## src/rtl/fpnew_pkg.sv

```systemverilog
// Shared FPnew types and limits used by the issue reorder buffer.
package fpnew_pkg;

    localparam int unsigned ROB_MAX_DEPTH = 32;

    typedef struct packed {
        logic NV;
        logic DZ;
        logic OF;
        logic UF;
        logic NX;
    } status_t;

endpackage

```

## src/rtl/fpnew_issue_rob.sv

```systemverilog
// In-order retire buffer for out-of-order opgroup results, indexed by issue tag.
// Optional same-cycle result forwarding to the retire port: define FPNEW_ROB_BYPASS_EN.
module fpnew_issue_rob
    import fpnew_pkg::*;
#(
    parameter int unsigned Width = 32,
    parameter int unsigned Depth = 4,
    localparam int unsigned IdxWidth = (Depth > 1) ? $clog2(Depth) : 1
) (
    input  logic                clk_i,
    input  logic                rst_ni,
    input  logic                flush_i,
    input  logic                issue_valid_i,
    output logic                issue_ready_o,
    output logic [IdxWidth-1:0] issue_tag_o,
    input  logic                res_valid_i,
    output logic                res_ready_o,
    input  logic [IdxWidth-1:0] res_tag_i,
    input  logic [Width-1:0]    res_result_i,
    input  status_t             res_status_i,
    input  logic                res_ext_bit_i,
    output logic                out_valid_o,
    input  logic                out_ready_i,
    output logic [Width-1:0]    out_result_o,
    output status_t             out_status_o,
    output logic                out_ext_bit_o,
    output logic                busy_o
);

    localparam logic [IdxWidth:0] PtrOne = 1;

    logic [IdxWidth:0]   head_q, tail_q;
    logic [Depth-1:0]    done_q;
    logic [Width-1:0]    result_q [Depth];
    status_t             status_q [Depth];
    logic [Depth-1:0]    ext_q;

    logic [IdxWidth-1:0] head_idx, tail_idx, res_offset;
    logic [IdxWidth:0]   count;
    logic                empty, full, res_alloc;
    logic                issue_fire, res_write, set_done, out_fire, bypass_hit;

    assign head_idx = head_q[IdxWidth-1:0];
    assign tail_idx = tail_q[IdxWidth-1:0];
    assign empty    = (head_q == tail_q);
    assign full     = (head_idx == tail_idx) && (head_q[IdxWidth] != tail_q[IdxWidth]);
    assign count    = tail_q - head_q;

    // A tag is live when its distance from head lies inside the occupied window.
    assign res_offset = res_tag_i - head_idx;
    assign res_alloc  = ({1'b0, res_offset} < count);

    assign issue_ready_o = !full && !flush_i;
    assign issue_tag_o   = tail_idx;
    assign res_ready_o   = !flush_i;
    assign busy_o        = !empty;

    assign issue_fire = issue_valid_i && issue_ready_o;
    // Completed entries are frozen so a held retire payload cannot change.
    assign res_write  = res_valid_i && res_ready_o && res_alloc && !done_q[res_tag_i];
    assign out_fire   = out_valid_o && out_ready_i;
    assign set_done   = res_write && !(bypass_hit && out_ready_i);

`ifdef FPNEW_ROB_BYPASS_EN
    assign bypass_hit = res_valid_i && (res_tag_i == head_idx) && !empty &&
                        !done_q[head_idx] && !flush_i;

    always_comb begin
        out_valid_o   = (!empty && done_q[head_idx] && !flush_i) || bypass_hit;
        out_result_o  = result_q[head_idx];
        out_status_o  = status_q[head_idx];
        out_ext_bit_o = ext_q[head_idx];
        if (bypass_hit) begin
            out_result_o  = res_result_i;
            out_status_o  = res_status_i;
            out_ext_bit_o = res_ext_bit_i;
        end
    end
`else
    assign bypass_hit    = 1'b0;
    assign out_valid_o   = !empty && done_q[head_idx] && !flush_i;
    assign out_result_o  = result_q[head_idx];
    assign out_status_o  = status_q[head_idx];
    assign out_ext_bit_o = ext_q[head_idx];
`endif

    always_ff @(posedge clk_i or negedge rst_ni) begin
        if (!rst_ni) begin
            head_q <= '0;
            tail_q <= '0;
            done_q <= '0;
        end else if (flush_i) begin
            head_q <= '0;
            tail_q <= '0;
            done_q <= '0;
        end else begin
            if (out_fire) begin
                done_q[head_idx] <= 1'b0;
                head_q           <= head_q + PtrOne;
            end
            if (issue_fire) begin
                done_q[tail_idx] <= 1'b0;
                tail_q           <= tail_q + PtrOne;
            end
            if (set_done) begin
                done_q[res_tag_i] <= 1'b1;
            end
        end
    end

    // Payload storage carries no reset; done bits alone qualify it.
    always_ff @(posedge clk_i) begin
        if (res_write) begin
            result_q[res_tag_i] <= res_result_i;
            status_q[res_tag_i] <= res_status_i;
            ext_q[res_tag_i]    <= res_ext_bit_i;
        end
    end

endmodule

```

## config.mk

```make
export PLATFORM = sky130hd
export DESIGN_NAME = fpnew_issue_rob
export DESIGN_NICKNAME = d
export VERILOG_FILES = /design/src/rtl/fpnew_pkg.sv /design/src/rtl/fpnew_issue_rob.sv
export SDC_FILE = /design/constraint.sdc
export NUM_CORES = 1
export LEC_CHECK = 0
export BUFFER_PORTS_ARGS = -buffer_cell sky130_fd_sc_hd__buf_2
export CORE_UTILIZATION = 51
export CTS_CLUSTER_SIZE = 8
export DETAILED_ROUTE_END_ITERATION = 7
export PLACE_DENSITY = 0.8
export SYNTH_ARGS = -nofsm -noshare
export SYNTH_HDL_FRONTEND = slang
export SYNTH_SLANG_ARGS = --single-unit
```

## constraint.sdc

```tcl
create_clock -name clk_i -period 4.2 [get_ports clk_i]
set_input_delay 0.21 -clock clk_i [delete_from_list [all_inputs] [get_ports clk_i]]
set_output_delay 0.21 -clock clk_i [all_outputs]
set_load 0.02 [all_outputs]
```

# Word-level counts from Yosys, hierarchy flattened
# Memory sizes are Yosys's and may differ from the RTL's.
# Index checks and enable logic that the tools add are counted.
# totals
memories	2
input_bits	46
register_bits	14
mem_bits_rw	148
# op_classes
mux	25
magnitude_cmp	7
bitwise_logic	5
add_sub_neg	4
n_reduce_logical	18
n_eq_ne	3
# mem_list
name	words	word_bits	rd	rd_clocked_by_memory_dff	wr	line	rtl
result_q	4	32	1	0	1	fpnew_issue_rob.sv:34	logic [Width-1:0] result_q [Depth];
status_q	4	5	1	0	1	fpnew_issue_rob.sv:35	status_t status_q [Depth];
# op_table
cell	count
4-bit two-way mux	6
1-bit logical AND	12
3-bit two-way mux	4
2-bit by 3-bit less-than comparator with 1-bit output, second input constant	3
4-bit bitwise AND	2
1-bit two-way mux	8
4-bit inverter	2
3-bit by 1-bit adder with 3-bit output, second input constant	2
1-bit binary-select mux with 2-bit select	3
1-bit demux with 2-bit select	3
2-bit by 1-bit greater-or-equal comparator with 1-bit output, second input constant	3
4-bit bitwise mux	1
1-bit logical NOT	4
4-bit OR	1
2-bit nonzero test	2
3-bit equality test	1
2-bit by 3-bit less-than comparator with 1-bit output	1
3-bit subtractor	1
2-bit equality test	1
2-bit subtractor	1
1-bit != test	1

# Depth between registers and ports, before layout
# Gate-level depths: netlist of run 1.
# logic_depth
depth_word	14
ltp_mapped	9
mapped_depth_nobuf	9

# Least setup slack after synthesis of run 1
# No wires, ideal clock.
# synth_path
kind	flip-flop to flip-flop
from	register head_q[1]
to	register ext_q[0] (enable)
period_less_slack_ps	4237
required_ps	3767
n_path_buf	2
t_arrival_ps	3804
slack_ps	-37
path_stages_with_launch	10
path_cell_list	dfrtp_1 clkbuf_1 clkbuf_1 inv_1 fa_1 inv_1 ha_1 a21oi_1 o21bai_1 nor2_1
# synth_between
elab_chain_len	4
# synth_rtl
element	line	rtl
from (decl)	fpnew_issue_rob.sv:32	logic [IdxWidth:0] head_q, tail_q;
from (signal assigned)	fpnew_issue_rob.sv:99	head_q <= head_q + PtrOne;
3-bit subtractor / 2-bit subtractor (equally long branches)	fpnew_issue_rob.sv:47, fpnew_issue_rob.sv:50	
2-bit by 3-bit less-than comparator with 1-bit output (*)	fpnew_issue_rob.sv:51	assign res_alloc = ({1'b0, res_offset} < count);
1-bit logical AND (*) (2 in a row)	fpnew_issue_rob.sv:60	assign res_write = res_valid_i && res_ready_o && res_alloc && !done_q[res_tag_i];
to (signal, indexed assignment)	fpnew_issue_rob.sv:116	ext_q[res_tag_i] <= res_ext_bit_i;
to (decl)	fpnew_issue_rob.sv:36	logic [Depth-1:0] ext_q;
# Every way passes the cells marked *; elsewhere a longest branch is shown, timed or not.
# A chain may end at the register's enable or synchronous reset.

# Worst setup path after layout of run 1
# layout_path
from	register tail_q[0]
to	memory result_q[0][26] (enable)
# layout_between
elab_chain_len	6
# layout_rtl
element	line	rtl
from (decl)	fpnew_issue_rob.sv:32	
from (signal assigned)	fpnew_issue_rob.sv:103	tail_q <= tail_q + PtrOne;
3-bit subtractor	fpnew_issue_rob.sv:47	assign count = tail_q - head_q;
2-bit by 3-bit less-than comparator with 1-bit output	fpnew_issue_rob.sv:51	
1-bit logical AND (2 in a row)	fpnew_issue_rob.sv:60	
1-bit two-way mux	fpnew_issue_rob.sv:113	if (res_write) begin
1-bit two-way mux (not written as such)	fpnew_issue_rob.sv:114	result_q[res_tag_i] <= res_result_i;
to (decl)	fpnew_issue_rob.sv:34	
# No other way between the ends.

==> results of run 1 <==
path summary, 6_finish.rpt:
| path | startpoint | to | slack (ns) | cells past startpoint |
|---|---|---|---|---|
| setup / recovery | tail_q[0] | result_q[0][26] | 0.67 | 9 |
| hold / removal | res_result_i[12] | result_q[2][12] | 0.01 | 1 |
| setup reg to reg | tail_q[0] | result_q[0][26] | 0.67 | 9 |
| hold reg to reg | head_q[2] | head_q[2] | 0.60 | 2 |
| max in group asynchronous | rst_ni | head_q[0] | 3.78 | 2 |
| min in group asynchronous | rst_ni | tail_q[2] | 0.19 | 2 |
synth_stat cells, types with 2 or more instances:
library cell / n
edfxtp_1: 152
mux4_2: 40
ha_1: 12
dfrtp_1: 10
nor2_1: 10
inv_1: 7
clkbuf_1: 6
xnor2_1: 6
buf_2: 4
nand2_1: 4
a221o_1: 3
o21ai_0: 3
xor2_1: 3
and3_1: 2
buf_4: 2
mux2i_1: 2
nand2b_1: 2
o2111ai_1: 2
o21a_1: 2
or3_1: 2
state kept, by name (all words and copies together) (netlist names):
| register | flops |
|---|---|
| done_q | 4 |
| status_q | 20 |
| head_q | 3 |
| ext_q | 4 |
| result_q | 128 |
| tail_q | 3 |
power breakdown:
group | internal [mW] | switching (mW) | leakage, nW
Sequential | 1.79 | 0.00917 | 1.50
Clock | 0.925 | 0.578 | 0.274
Combinational | 0.0520 | 0.0844 | 0.851
worst max-delay path, delay by kind of cell (launching register included):
| family | cells | cell delay [ns] |
|---|---|---|
| compound gates | 2 | 0.50 |
| fa+ha+maj | 3 | 0.91 |
| buf+inv | 3 | 0.24 |
| flops | 1 | 0.44 |
| simple gates | 1 | 1.04 |
cells by family (layout without fill, tap and decap cells):
group / after synthesis / in the layout / share of synthesized area, %
multiplexers: 42 / 42 / 14.6
adder cells (fa/ha/maj): 13 / 13 / 2.70
XOR/XNOR: 9 / 9 / 1.25
AO/OA/AOI/OAI: 15 / 15 / 1.87
buffers and inverters: 21 / 144 / 1.47
AND/OR/NAND/NOR: 22 / 22 / 1.61
flip-flops: 162 / 162 / 76.5
per-layer routing:
layer	GRT usage, %	share of wire [%]	vias to the layer above
met1	28.6	44	1615
met2	31.5	49	126
met3	6.48	6.1	9
met5	0	0	-
met4	7.19	0.92	0
li1	-	-	1390
layout make-up:
cell class	count	area, µm²
clock buffer	20	437
clock inverter	12	139
fill	822	4380
inverter	8	30.0
multi-input combinational	101	1410
sequential	162	4820
tap	147	184
timing repair buffer	104	608
==> flow_summary.json, run 1 <==
{
  "synth_cell_types": 30,
  "clk_path_buf_depth": 2,
  "synth.area.top_cells": "edfxtp_1 72%, mux4_2 14%, dfrtp_1 4.0%",
  "start_util_pct": 52.4,
  "die_w_um": 113,
  "fin_crit_ns": 3.53,
  "cts_setup_buffers": 0,
  "grt-ovfl-total": 0,
  "hp-class": "in2reg",
  "yosysTopAreaCellShare_pct": 72.5,
  "timing.final.crit_share_pct": 84.0,
  "dp_hpwl_mm": 6.97,
  "max_freq_mhz": 283,
  "grt_max_degree": 44,
  "cts_sinks": 162,
  "die_area_um2": 12800,
  "finalHoldViolations": 0,
  "arrival_ns": 3.56,
  "synth_seq_cells": 162,
  "layout_setup_ws_ns": 0.670,
  "stdcell_area_um2": 7630,
  "critPathLaunchType": "flip-flop",
  "wl_per_cell_um": 21.6,
  "finalClockSkew_ns": 0.00659,
  "yosys_warnings": 0,
  "worstSkewPairLatency_ns": 0.41,
  "synth_fp_nets": 343,
  "wl_mm": 12.0,
  "tritoncts": "built",
  "final_cell_count_no_fill": 554,
  "place_area_um2": 6950,
  "track_usage_pct": 20.7,
  "status": "finished, final reports clean",
  "rows": 40,
  "mostFrequentLayoutCells": "152 x edfxtp_1, 89 x buf_2, 40 x mux4_2, 17 x clkbuf_16, 12 x ha_1",
  "powerDensity_nw_per_um2": 451,
  "drive_gt1_share_pct": 40.8,
  "rsz0062_at_grt": "no",
  "max-vdd-ir-drop_uv": 347,
  "path_max_fanout": 38,
  "layout_commonest_cell": "edfxtp_1",
  "synth_edf_count": 152,
  "setup_viol": 0,
  "post-place-cells": 512,
  "tns_ns": 0,
  "core-area_um2": 12000,
  "yosysSeqAreaShare_pct": 76.5,
  "final_max_slew_viol_count": 0,
  "vias": 3140,
  "power.leakage_nw": 2.63,
  "io_pins": 90,
  "yosysTopAreaCell": "edfxtp_1",
  "async_reset_ff_share_pct": 6.17,
  "cp.required_ns": 4.23,
  "hold_slack_ns": 0.0117,
  "area_growth_syn_to_layout_pct": 21.2,
  "crit_top_cell": "inv_1",
  "crit_path_cell_trace": "inv_1, ha_1, inv_1, fa_1, inv_1, ha_1, a21oi_1, o21bai_1, nor2_4",
  "postCtsHoldBufs": 9,
  "setup.worst_path.end_class": "flip-flop",
  "routed_via_density": 5.67,
  "gp_congestion": 0.797,
  "synth-main-ff-cell": "edfxtp_1",
  "fin_nets": 453,
  "cpPeakStageDelay_ns": 1.04,
  "syn_avg_cell_area_um2": 22.2,
  "pre_cts_slack_ns": 0.685,
  "drv_cap": 0,
  "syn_area_um2": 6300,
  "cts_buffers": 17,
  "synth_cells": 284,
  "cts_resized": 0,
  "first_pass_iters": 4,
  "grt_pass1_wl_mm": 18.8,
  "die_h_um": 113,
  "crit_path_top_delay_cell": "nor2_4",
  "diodes": 0,
  "total_power_mw": 3.44,
  "grt_pass1_vias": 3330,
  "path_clk_slew_ns": 0.06,
  "drtIter0Drc": 168,
  "clockRootBuffer": "clkbuf_16",
  "slew_headroom_pct": 16.6,
  "critPathKind": "reg2reg",
  "htreeDepth": 4,
  "ant_nets": 0,
  "postLayoutCoreUtil_pct": 63.5,
  "port_buffers": 89,
  "worst_pin_slew_ns": 1.25,
  "antenna_found_initial": 0,
  "drc": 0
}
Power figures use the tool's default switching activity.
==> run 2, diff against run 1 <==
- clock period: 4.2 -> 2.9 ns (I/O delays scaled with it)
==> run 2 against run 1 <==
Net effect: clock power is 41% higher; global-route usage is 0.96 points higher; first-iteration DRC count is 65% higher; clock skew is 0.00069 ns higher; via count is 5.7% higher; hold slack better by 0.022 ns; critical endpoint is now status_q[0][0]; largest power group unchanged.
==> flow_summary.json, run 2 (synthesis gave the netlist of run 1 again) <==
{
  "routed_via_density": 5.64,
  "r2r_slack_ns": 0.18,
  "area_growth_syn_to_layout_pct": 26.6,
  "drc": 0,
  "grt.met1_usage_pct": 30.3,
  "power.leakage_nw": 2.79,
  "first_pass_iters": 4,
  "ant_nets": 0,
  "path_clk_slew_ns": 0.06,
  "vias": 3319,
  "clockRootBuffer": "clkbuf_16",
  "port_buffers": 89,
  "track_usage_pct": 21.7,
  "fin_crit_ns": 2.72,
  "htreeDepth": 4,
  "setup.worst_path.end_class": "flip-flop",
  "met3_usage_pct": 6.11,
  "cts_sinks": 162,
  "p_clk_share_pct": 42.7,
  "hp-class": "in2reg",
  "grt_pass1_vias": 3386,
  "wl_per_cell_um": 21.9,
  "timing.final.crit_share_pct": 93.9,
  "reg2reg_depth": 10,
  "mostFrequentLayoutCells": "152 x edfxtp_1, 89 x buf_2, 40 x mux4_2, 39 x dlygate4sd3_1, 17 x clkbuf_16",
  "core-area_um2": 12000,
  "gr-max-usage-layer": "met2",
  "worstSkewPairLatency_ns": 0.42,
  "cp.required_ns": 3.02,
  "drtIter0Drc": 277,
  "finalClockSkew_ns": 0.00728,
  "drv_cap": 0,
  "cts_resized": 0,
  "clk_path_buf_depth": 2,
  "powerDensity_nw_per_um2": 622,
  "drive_gt1_share_pct": 39.9,
  "worst_pin_slew_ns": 0.801,
  "p_int_mw": 3.95,
  "regMostFlops": "result_q",
  "regToRegStartpoint": "tail_q[0]",
  "min_path_cells": 2,
  "io_pins": 90,
  "tritoncts": "built",
  "grt_pass1_wl_mm": 19.6,
  "grt-ovfl-total": 0,
  "power_frac_seq_pct": 52.5,
  "endpoint": "status_q[0][0]",
  "die_w_um": 113,
  "die_h_um": 113,
  "dp_hpwl_mm": 7.14,
  "layout_commonest_cell": "edfxtp_1",
  "path_max_fanout": 24,
  "gp_congestion": 0.802,
  "tns_ns": 0,
  "p_sw_share_pct": 20.3,
  "slew_headroom_pct": 46.6,
  "status": "finished, final reports clean",
  "antenna_found_initial": 0,
  "wl_mm": 12.9,
  "start_util_pct": 52.4,
  "rows": 40,
  "startpoint": "tail_q[0]",
  "p_comb_share_pct": 4.8,
  "postLayoutCoreUtil_pct": 66.4,
  "arrival_ns": 2.84,
  "max-vdd-ir-drop_uv": 515,
  "die_area_um2": 12800,
  "rsz0062_at_grt": "no",
  "largestRegisters": "result_q (128), status_q (20)",
  "max_freq_mhz": 367,
  "finalHoldViolations": 0,
  "grt_max_degree": 44,
  "critPathLaunchType": "flip-flop",
  "met2_usage_pct": 33.5,
  "cts_buffers": 17,
  "setup_viol": 0,
  "fin_nets": 487,
  "final_max_slew_viol_count": 0,
  "timing.rr.end": "status_q[0][0]",
  "power.switching_mw": 1.01,
  "critPathKind": "reg2reg",
  "diodes": 0,
  "largest_reg_flops": 128
}
-- run 2: repair_timing --
action                                  4_1_cts  5_1_grt
hold buffers                                 39        0
setup buffers                                 0        1
endpoints found under the hold margin       162        0
endpoints found under the setup margin        0       33
-- run 2: how the worst min path moves through the flow --
stage                        from         to  slack [ns]
after floorplan            rst_ni  done_q[0]       -0.15
after global placement     rst_ni  tail_q[0]        0.02
after detailed placement   rst_ni  tail_q[0]        0.03
after CTS                 flush_i  head_q[2]        0.03
after global routing      flush_i  head_q[0]        0.03
final                     flush_i  head_q[0]        0.03
-- run 2: through the flow --
stage	hold slack (ns)	power, mW	worst slack (ns)	std cells	instance area [µm²]
2_1_floorplan	-0.151	2.75	0.00337	284	6350
3_3_place_gp	0.0235	2.84	0.225	516	7020
3_5_place_dp	0.0335	2.85	0.113	516	7020
4_1_cts	0.0253	4.98	0.0671	587	7970
5_1_grt	0.0263	5.09	0.0602	588	7970
6_report	0.0340	4.96	0.177	588	7970
-- run 2: routing by layer --
layer | part of all wire, % | vias up
met4 | 1.1 | 0
met3 | 6.8 | 15
met2 | 49 | 150
li1 | - | 1459
met5 | 0 | -
met1 | 44 | 1695
-- run 2: power by group through the flow --
| stage | Combinational [mW] | Sequential, mW | Clock, mW |
|---|---|---|---|
| 2_1_floorplan | 0.0999 | 2.65 | 0 |
| 3_3_place_gp | 0.190 | 2.65 | 0 |
| 3_5_place_dp | 0.195 | 2.65 | 0 |
| 4_1_cts | 0.240 | 2.61 | 2.14 |
| 5_1_grt | 0.258 | 2.61 | 2.23 |
| 6_report | 0.239 | 2.61 | 2.12 |
-- run 2: layout make-up --
cell class              count  area [µm²]
fillers                   762        4040
multi-input cells         101        1430
well taps                 147         184
clock inverters            12         115
inverters                   8        30.0
clock buffers              20         437
repair buffers            138         961
flip-flops and latches    162        4820
-- run 2: critical path, cell delays in order, from the launching register on --
cell,delay [ns]
dfrtp_1,0.44
inv_1,0.13
ha_1,0.15
inv_1,0.05
fa_1,0.48
inv_1,0.04
ha_1,0.28
a21oi_2,0.24
o21bai_4,0.16
nor2_4,0.21
buf_12,0.21
==> run 3, diff against run 2 <==
- ABC_AREA: unset -> 1
- CORE_UTILIZATION: 51 -> 45
- PLACE_DENSITY: 0.8 -> 0.72
==> run 3 against run 2 <==
Net effect: non-clock buffer count grew 4; first-iteration DRC count up 6.5%; clock skew increased by 0.0016 ns; fmax is 1.7% higher; via count grew 33%; flip-flop and latch count stayed put; register-to-register slack better by 0.05 ns; largest power group unchanged; highest routed layer unchanged.
==> flow_summary.json, run 3 <==
{
  "grt_pass1_vias": 4142,
  "arrival_ns": 2.78,
  "ant_nets": 0,
  "layout_commonest_cell": "edfxtp_1",
  "max-vdd-ir-drop_uv": 616,
  "synth.area.top_cells": "edfxtp_1 69%, o21ai_0 5.8%, nor2_1 4.4%",
  "gp_congestion": 0.864,
  "finalHoldViolations": 0,
  "largestRegisters": "result_q (128), status_q (20)",
  "place_area_um2": 7280,
  "layout_setup_ws_ns": 0.223,
  "synth_seq_cells": 162,
  "cts_resized": 0,
  "r2r_slack_ns": 0.22,
  "routed_via_density": 5.38,
  "final_max_slew_viol_count": 0,
  "first_pass_iters": 5,
  "path_clk_slew_ns": 0.06,
  "drive_gt1_share_pct": 25.4,
  "worstSkewPairLatency_ns": 0.42,
  "status": "finished, final reports clean",
  "synth_cell_types": 34,
  "power.leakage_nw": 3.11,
  "path_max_fanout": 14,
  "die_area_um2": 15200,
  "finalClockSkew_ns": 0.00884,
  "vias": 4416,
  "synth_edf_count": 152,
  "synth_fp_nets": 555,
  "slew_headroom_pct": 57.0,
  "nFillCells": 1095,
  "drc": 0,
  "rows": 43,
  "drv_cap": 0,
  "async_reset_ff_share_pct": 6.17,
  "yosysTopAreaCell": "edfxtp_1",
  "reg2reg_depth": 12,
  "cts_buffers": 17,
  "grt_pass1_wl_mm": 20.9,
  "worst_pin_slew_ns": 0.645,
  "fin_crit_ns": 2.68,
  "syn_area_um2": 6600,
  "wl_mm": 13.7,
  "regMostFlops": "result_q",
  "wl_per_cell_um": 16.7,
  "critPathKind": "reg2reg",
  "yosysSeqAreaShare_pct": 73.0,
  "cts_sinks": 162,
  "rsz0062_at_grt": "no",
  "track_usage_pct": 19.0,
  "setup.worst_path.end_class": "flip-flop",
  "setup_viol": 0,
  "area_growth_syn_to_layout_pct": 25.8,
  "dp_hpwl_mm": 8.14,
  "drtIter0Drc": 295,
  "synth_cells": 496,
  "core-area_um2": 14100,
  "tritoncts": "built",
  "die_w_um": 123,
  "pre_cts_slack_ns": 0.115,
  "htreeDepth": 4,
  "timing.final.crit_share_pct": 92.3,
  "critPathLaunchType": "flip-flop",
  "hold_slack_ns": 0.0369,
  "tns_ns": 0,
  "antenna_found_initial": 0,
  "cp.required_ns": 3.00,
  "grt-ovfl-total": 0,
  "clk_path_buf_depth": 2,
  "yosysTopAreaCellShare_pct": 69.2,
  "min_path_cells": 3,
  "port_buffers": 89,
  "synth-main-ff-cell": "edfxtp_1",
  "io_pins": 90,
  "total_power_mw": 5.11,
  "start_util_pct": 46.8,
  "syn_avg_cell_area_um2": 13.3,
  "max_freq_mhz": 374,
  "yosys_warnings": 0,
  "powerDensity_nw_per_um2": 616,
  "largest_reg_flops": 128,
  "mostFrequentLayoutCells": "152 x edfxtp_1, 89 x buf_2, 78 x nor2_1, 77 x o21ai_0, 40 x dlygate4sd3_1",
  "hp-class": "in2reg",
  "grt_max_degree": 83,
  "post-synth-top-count-cell": "edfxtp_1",
  "diodes": 0,
  "synth.top_cells.by_count": "152 x edfxtp_1, 78 x nor2_1, 77 x o21ai_0, 38 x o22ai_1, 26 x nand2_1",
  "die_h_um": 123,
  "stdcell_area_um2": 8300,
  "clockRootBuffer": "clkbuf_16",
  "fin_nets": 687
}
run 3: changes by cell type in the layout (fill, tap and decap cells not counted), sizes merged, moves of 6 or more:
cell / change
mux4: -40
nand2: +28
o22ai: +38
inv: +16
nand3: +20
clkinvlp: +6
o21ai: +78
nor2: +70
run 3: area by class of cell:
type	count	area [µm²]	share of cell area [%]
inverter	26	118	1.42
sequential	162	4820	58.0
clock buffer	17	425	5.13
timing repair buffer	142	1010	12.1
tap	180	225	2.71
multi-input combinational	279	1530	18.4
clock inverter	15	183	2.20
run 3: logic make-up after synthesis:
group | count (synthesis) | share of synthesized area (%)
compound gates | 126 | 10.5
xor+xnor | 2 | 0.266
fa+ha+maj | 13 | 2.58
buf+inv | 55 | 3.89
flops | 162 | 73.0
simple gates | 138 | 9.82
run 3: critical path: stages, from the launching register on:
cell and delay [ns]:
dfrtp_1 0.44, inv_1 0.13, ha_1 0.15, inv_1 0.04
fa_1 0.47, inv_1 0.05, ha_1 0.26, o21ai_0 0.08
nand2_1 0.09, nand3_2 0.10, nand3_1 0.15, clkinvlp_4 0.14
buf_4 0.25
run 3: per-stage QoR:
step	utilization, %	instances
2_1_floorplan	-	496
3_3_place_gp	51.6	747
3_5_place_dp	51.6	747
4_1_cts	58.8	819
5_1_grt	58.9	821
6_report	58.9	821
run 3: path summary, 6_finish.rpt:
path / startpoint / endpoint
max: tail_q[0] / result_q[1][24]
min: issue_valid_i / tail_q[1]
max reg2reg: tail_q[0] / result_q[1][24]
min reg2reg: head_q[2] / head_q[2]
max in group asynchronous: rst_ni / head_q[0]
min in group asynchronous: rst_ni / tail_q[2]
run 3: where the power goes:
part	internal (mW)	switching, mW	leakage (nW)
combinational	0.103	0.147	1.31
sequential	2.59	0.0135	1.51
clock	1.36	0.892	0.288
total	4.06	1.05	3.11
run 3: repair_timing:
item	CTS	global route
hold endpoints to repair	166	0
hold buffers	40	0
setup buffers	0	2
setup endpoints to repair	0	31
run 3: per-layer routing:
metal  part of all wire (%)  vias to the layer above  global-route usage [%]
li1                       -                     2078                       -
met1                     44                     2151                    24.9
met2                     48                      174                    30.2
met3                    6.2                       13                    4.61
met4                    1.4                        0                    8.06
met5                      0                        -                       0
